--- src/rtl/minialu_arb.sv ---
// minialu_arb: two-requester round-robin front end for a shared iterative
// multiply (repeated add) / divide (repeated subtract) engine.
// Results are returned on one response port, tagged with the requester id.
// Optional build macro: MINIALU_ARB_SWAP_EN -- for multiply, count down the
// smaller operand and add the larger one, so the multiply latency is set by
// min(A,B) instead of B. Results are the same either way.
module minialu_arb #(
  parameter int W = 8
) (
  input  logic             clk,
  input  logic             rst,
  input  logic             r0_valid,
  output logic             r0_ready,
  input  logic [1:0]       r0_op,
  input  logic [W-1:0]     r0_a,
  input  logic [W-1:0]     r0_b,
  input  logic             r1_valid,
  output logic             r1_ready,
  input  logic [1:0]       r1_op,
  input  logic [W-1:0]     r1_a,
  input  logic [W-1:0]     r1_b,
  output logic             rsp_valid,
  input  logic             rsp_ready,
  output logic             rsp_id,
  output logic [2*W-1:0]   rsp_prd,
  output logic [W-1:0]     rsp_quo,
  output logic [W-1:0]     rsp_rem,
  output logic             rsp_err
);

  localparam logic [1:0]   OP_MUL = 2'b10;
  localparam logic [1:0]   OP_DIV = 2'b11;
  localparam logic [W-1:0] ONE_W  = {{(W-1){1'b0}}, 1'b1};

  typedef enum logic [1:0] {
    IDLE = 2'd0,
    RUN  = 2'd1,
    DONE = 2'd2
  } state_t;

  state_t r_state;
  state_t w_state_next;

  // Latched operation and engine accumulators.
  logic             r_last;   // requester granted most recently
  logic             r_id;
  logic [1:0]       r_op;
  logic [W-1:0]     r_add;    // multiply addend
  logic [W-1:0]     r_cnt;    // multiply step counter
  logic [W-1:0]     r_b;      // divisor
  logic [W-1:0]     r_quo;
  logic [W-1:0]     r_rem;
  logic [2*W-1:0]   r_prd;
  logic             r_err;

  logic             w_gnt0;
  logic             w_gnt1;
  logic             w_acc;
  logic [1:0]       w_sel_op;
  logic [W-1:0]     w_sel_a;
  logic [W-1:0]     w_sel_b;
  logic [W-1:0]     w_mul_cnt;
  logic [W-1:0]     w_mul_add;

  // Round-robin pick: a lone valid requester wins; on a tie the one not
  // granted last wins. Grants only exist in IDLE and never during reset.
  always_comb begin
    w_gnt0 = 1'b0;
    w_gnt1 = 1'b0;
    if (!rst && r_state == IDLE) begin
      if (r0_valid && (!r1_valid || r_last)) begin
        w_gnt0 = 1'b1;
      end else if (r1_valid) begin
        w_gnt1 = 1'b1;
      end
    end
  end

  assign r0_ready = w_gnt0;
  assign r1_ready = w_gnt1;
  assign w_acc    = w_gnt0 | w_gnt1;

  assign w_sel_op = w_gnt1 ? r1_op : r0_op;
  assign w_sel_a  = w_gnt1 ? r1_a  : r0_a;
  assign w_sel_b  = w_gnt1 ? r1_b  : r0_b;

`ifdef MINIALU_ARB_SWAP_EN
  logic w_a_lt_b;
  assign w_a_lt_b  = (w_sel_a < w_sel_b);
  assign w_mul_cnt = w_a_lt_b ? w_sel_a : w_sel_b;
  assign w_mul_add = w_a_lt_b ? w_sel_b : w_sel_a;
`else
  assign w_mul_cnt = w_sel_b;
  assign w_mul_add = w_sel_a;
`endif

  // State register.
  always_ff @(posedge clk) begin
    if (rst) begin
      r_state <= IDLE;
    end else begin
      r_state <= w_state_next;
    end
  end

  // Next state: RUN ends when the multiply counter is exhausted, the
  // remainder drops below the divisor (or the divisor is zero), or at once
  // for an illegal opcode; DONE waits for the consumer.
  always_comb begin
    w_state_next = r_state;
    case (r_state)
      IDLE: begin
        if (w_acc) begin
          w_state_next = RUN;
        end
      end
      RUN: begin
        if (r_op == OP_MUL) begin
          if (r_cnt == '0) begin
            w_state_next = DONE;
          end
        end else if (r_op == OP_DIV) begin
          if (r_b == '0 || r_rem < r_b) begin
            w_state_next = DONE;
          end
        end else begin
          w_state_next = DONE;
        end
      end
      DONE: begin
        if (rsp_ready) begin
          w_state_next = IDLE;
        end
      end
      default: begin
        w_state_next = IDLE;
      end
    endcase
  end

  // Datapath: latch the granted operation, then do one add or subtract
  // step per RUN cycle. Everything holds while in DONE.
  always_ff @(posedge clk) begin
    if (rst) begin
      r_last <= 1'b1;
      r_id   <= 1'b0;
      r_op   <= 2'b00;
      r_add  <= '0;
      r_cnt  <= '0;
      r_b    <= '0;
      r_quo  <= '0;
      r_rem  <= '0;
      r_prd  <= '0;
      r_err  <= 1'b0;
    end else begin
      case (r_state)
        IDLE: begin
          if (w_acc) begin
            r_last <= w_gnt1;
            r_id   <= w_gnt1;
            r_op   <= w_sel_op;
            r_add  <= w_mul_add;
            r_cnt  <= w_mul_cnt;
            r_b    <= w_sel_b;
            r_quo  <= '0;
            r_rem  <= (w_sel_op == OP_DIV) ? w_sel_a : '0;
            r_prd  <= '0;
            r_err  <= 1'b0;
          end
        end
        RUN: begin
          case (r_op)
            OP_MUL: begin
              if (r_cnt != '0) begin
                r_prd <= r_prd + {{W{1'b0}}, r_add};
                r_cnt <= r_cnt - ONE_W;
              end
            end
            OP_DIV: begin
              if (r_b == '0) begin
                r_err <= 1'b1;
              end else if (r_rem >= r_b) begin
                r_rem <= r_rem - r_b;
                r_quo <= r_quo + ONE_W;
              end
            end
            default: begin
              r_err <= 1'b1;
            end
          endcase
        end
        default: begin
        end
      endcase
    end
  end

  // Response fields are only driven while a result is presented, so the
  // port reads all-zero whenever rsp_valid is low.
  assign rsp_valid = (r_state == DONE);
  assign rsp_id    = rsp_valid & r_id;
  assign rsp_prd   = rsp_valid ? r_prd : '0;
  assign rsp_quo   = rsp_valid ? r_quo : '0;
  assign rsp_rem   = rsp_valid ? r_rem : '0;
  assign rsp_err   = rsp_valid & r_err;

endmodule

--- config.mk ---
export PLATFORM = sky130hd
export DESIGN_NAME = minialu_arb
export DESIGN_NICKNAME = d
export VERILOG_FILES = /design/src/rtl/minialu_arb.sv
export SDC_FILE = /design/constraint.sdc
export NUM_CORES = 1
export LEC_CHECK = 0
export CORE_MARGIN = 3
export CORE_UTILIZATION = 48
export CTS_BUF_LIST = sky130_fd_sc_hd__clkbuf_8
export DETAILED_ROUTE_END_ITERATION = 8
export GPL_TIMING_DRIVEN = 1
export PLACE_DENSITY = 0.75
export REMOVE_ABC_BUFFERS = 1
export SYNTH_ARGS = -nofsm -noshare
export SYNTH_HDL_FRONTEND = slang
export SYNTH_SLANG_ARGS = --single-unit
--- constraint.sdc ---
create_clock -name clk -period 5.8 [get_ports clk]
set_clock_uncertainty 0.15 [all_clocks]
set_input_delay 1.74 -clock clk [delete_from_list [all_inputs] [get_ports clk]]
set_output_delay 1.74 -clock clk [all_outputs]
set_load 0.1 [all_outputs]
# Word-level counts from Yosys, hierarchy flattened
# Cells that the tools add are included.
dict set report classes {
  addsub 4
  order_cmp 2
  n_eq_ne 16
  n_mux 41
  n_bitwise 3
  n_reduce_logical 16
}
# op count
set ops {}
lappend ops {{$mux W8} 16}
lappend ops {{$mux W16} 4}
lappend ops {{$pmux W8 S2} 3}
lappend ops {{$pmux W16 S2} 1}
lappend ops {{$add A16 B8 Y16} 1}
lappend ops {{$logic_not A8 Y1} 2}
lappend ops {{$mux W2} 7}
lappend ops {{$ne A2 B2 Y1 const B} 7}
lappend ops {{$reduce_and A4 Y1} 3}
lappend ops {{$add A8 B1 Y8 const B} 1}
lappend ops {{$eq A2 B2 Y1 const B} 4}
lappend ops {{$ge A8 B8 Y1} 1}
lappend ops {{$lt A8 B8 Y1} 1}
lappend ops {{$reduce_bool A8 Y1} 1}
lappend ops {{$sub A8 B1 Y8 const B} 1}
lappend ops {{$sub A8 B8 Y8} 1}
lappend ops {{$mux W1} 7}
lappend ops {{$ne A3 B3 Y1 const B} 2}
lappend ops {{$pmux W2 S3} 1}
lappend ops {{$reduce_and A5 Y1} 1}
lappend ops {{$ne A4 B4 Y1 const B} 1}
lappend ops {{$pmux W1 S2} 2}
lappend ops {{$and A1 B1 Y1} 2}
lappend ops {{$eq A2 B1 Y1 const B} 1}
lappend ops {{8 further kinds} 11}
dict set report totals {
  reg_bits 63
  inputBits 41
  out_inout_bits 37
  elab_cells 93
}

# Logic depth before layout (Yosys ltp)
dict set report logic_depth {
  depth_word 10
  mapped_depth 10
  ltp_nobuf 9
}

# Worst setup path after synthesis
# Ideal clock, no wire load.
dict set report synth_path {
  path_type {input-to-output}
  startpoint {input port r1_valid}
  endpoint {output port r1_ready}
  t_arrival_ns 3.169
  t_required_ns 3.910
  path_slack_ns 0.741
  cell_stages 4
  path_buffers 1
  path_cell_list {a21boi_0 nand2_1 clkbuf_1 inv_1}
}
dict set report synth_between {
  elab_chain_len 5
  elab_cells_between_ends 6
  cone_classes {mux (3); reduce/logical (3)}
}
# element line_no
set synth_rtl {}
lappend synth_rtl {{start, declared} 17} ;# input logic r1_valid,
lappend synth_rtl {{$logic_not A1 Y1} 71} ;# if (r0_valid && (!r1_valid || r_last)) begin
lappend synth_rtl {{$logic_or A1 B1 Y1} 71}
lappend synth_rtl {{$logic_and A1 B1 Y1} 71}
lappend synth_rtl {{$mux W1 (*)} 71}
lappend synth_rtl {{$mux W1 (*)} 70} ;# if (!rst && r_state == IDLE) begin
lappend synth_rtl {{end, declared} 18} ;# output logic r1_ready,
# Mark *: on every way between the ends. The rest lies on a longest branch, timed or not.

# Worst setup path after layout
# Same ends and word-level chain as after synthesis.

==> reports/metrics.cfg <==
[status]
status = finished clean

[power_and_ir_drop]
power_density_mw_per_mm2 = 254.7
p_leak_nw = 2.035
power.total_mw = 1.249
ir_drop_v = 0.0001358

[sta]
slew_violations = 0
tightest_slew_ns = 1.023
fin_ws_ns = 0.7059
setup_tns_ns = 0
period_share = 0.8783
rsz0062_at_grt = false
fmax_ghz = 0.1963
slew_headroom = 0.3178
finalSetupViolCount = 0
layout_min_cycle_time_ns = 5.094
final-hold-violation-count = 0

[cts]
ctsResizeCount = 0
clock_latency_ns = 0.35
h-tree-depth = 3
numCtsBuffers = 9
cts_tree = done
post-cts-setup-buffers = 0
numClockSinks = 63
cts_root_buffer = clkbuf_8
clockBufferDepth = 2
clkTransAtPathRegs_ns = 0.07
holdBufCountCts = 0

[detailed_routing]
drc = 0
vias = 3970
ant_nets = 0
routedWlPerCell_um = 16.07
drt_iter0_drc = 159
drt-total-wl_mm = 10.80
vias_per_cell = 5.908
drt-pass1-iter-count = 5

[cells_and_area]
fin_area_mm2 = 0.004902
drive_above_1_share = 0.1228
fin_util = 0.6215
layout_common_cells = dfxtp_1, nor2_1, nand2_1, clkdlybuf4s50_1, buf_4
nets = 628
final_common_cell = dfxtp_1
n_antenna_cell = 0
syn2layout_area_growth_pct = 23.17

[synth]
synth_top_area_cell = dfxtp_1
synth_compound_area_frac = 0.2421
yosysSeqAreaShare = 0.3169
synth_mux_area_frac = 0.04024
synth-seq-cells = 63
ys_warn_count = 0
avgSynthCellArea_um2 = 7.992
synth_fa_ha_area_frac = 0.06979
syn-instance-count = 498
synth_simple_gate_area_frac = 0.2622
syn_area_mm2 = 0.003980
synthArstFlopShare = 0
synth_edf_count = 0
synth_area_leaders = dfxtp_1, ha_1, nor2_1
synth_top_area_frac = 0.3169
synth_ff_type = dfxtp_1
yosysUniqueCellTypes = 64
synth_top_family_by_area = simple AND/OR/NAND/NOR gates
synth_xor_area_frac = 0.02421

[floorplan]
initial_core_util = 0.5046
die_x_um = 97.06
io-pin-count = 78
die-area_mm2 = 0.009421
fp-row-count = 32
fp.dieH_um = 97.06
coreArea_mm2 = 0.007888

[global_routing]
grt_max_degree = 56
grt_overflow = 0
grt_pass1_vias = 3771
grt_usage = 0.2316
grt_pass1_wl_mm = 18.13
antenna_found_initial = 0

[hold_path]
holdCritStartpoint = r_err$_SDFFE_PP0P_
whs_path_depth = 1
worstHoldPathType = register to register
hold_end = r_err$_SDFFE_PP0P_

[setup_path]
cp.required_ns = 3.91
crit_type = input port to output pin
r2r_slack_ns = 2.82
reg2reg_to = r_rem[6]$_SDFFE_PP0P_
cp-end-kind = output pin
worst_r2r_path_depth = 9
cp_max_fo = 5
critPathArrivalTime_ns = 3.20
start_kind = input port
reg2reg_from = r_rem[0]$_SDFFE_PP0P_

[placement]
port_buffers = 77
gp_congestion = 0.8853
dp_hpwl_mm = 7.900
placed_cell_area_mm2 = 0.004725
post-place-ws_ns = 0.7191

[run]
max_cap_violations = 0

how the worst max path moves through the flow:
stage | start | to | slack (ns)
after floorplan | r1_valid | r1_ready | 0.42
after global placement | r1_valid | r1_ready | 0.77
after detailed placement | r1_valid | r1_ready | 0.72
after CTS | r1_valid | r1_ready | 0.71
after global routing | r1_valid | r1_ready | 0.53
final | r1_valid | r1_ready | 0.71
layer usage:
layer  wire length (um)  track usage  part of all wire  vias up
li1                   -            -                 -     1945
met1               4751       0.2918              0.44     1873
met2               5186       0.3912              0.48      133
met3                642      0.04882             0.059       19
met4                215      0.08099             0.020        0
met5                  0            0                 0        -
state kept, by name, summed over array words and instances, names as in the netlist:
name,count
r_cnt,8
r_err,1
r_prd,16
r_add,8
r_rem,8
r_state,2
r_last,1
r_b,8
r_op,2
r_id,1
r_quo,8
layout make-up:
cell class	instances	area, um2
clock buffers	9	123.9
clock inverters	6	53.80
fillers	709	2985
inverters	15	56.30
multi-input cells	394	2541
flip-flops and latches	63	1261
well taps	102	127.6
repair buffers	83	738.2
Yosys cell counts (all sizes together) (4+ instances only):
cell     n
a211oi  21
a21o     5
a21oi   38
a311oi   6
and2    33
and3     7
buf      9
clkbuf  17
dfxtp   63
ha      19
inv     15
mux2i   16
nand2   48
nand2b   5
nand3   11
nand4    5
nor2    59
nor2b    4
nor3    20
nor4     4
o21a     8
o21ai   26
o22ai    5
xnor2    7
xor2     4
logic make-up (layout without fill, tap and decap cells):
logic type               count (synthesis)  in the layout
AO/OA/AOI/OAI                          140            140
XOR/XNOR                                11             11
adder cells (fa/ha/maj)                 21             21
buffers and inverters                   41            113
flip-flops                              63             63
multiplexers                            16             16
AND/OR/NAND/NOR                        206            206
through the flow:
stage	hold slack, ns	std cells
floorplan	0.2758	472
global placement	0.2915	657
detailed placement	0.2948	657
CTS	0.3113	672
global route	0.3361	672
finish	0.3085	672
where the power goes:
group | total (mW) | switching [mW] | internal [mW] | leakage (nW)
combinational | 0.390 | 0.232 | 0.158 | 1.42
sequential | 0.497 | 0.0323 | 0.465 | 0.514
clock | 0.361 | 0.170 | 0.191 | 0.0998
worst max-delay path: stages:
cell and delay (ns):
clkdlybuf4s50_1 0.52, a21boi_0 0.43, nand2_1 0.13, inv_1 0.18
buf_12 0.20
No activity file was read; power rests on OpenSTA's default activity.
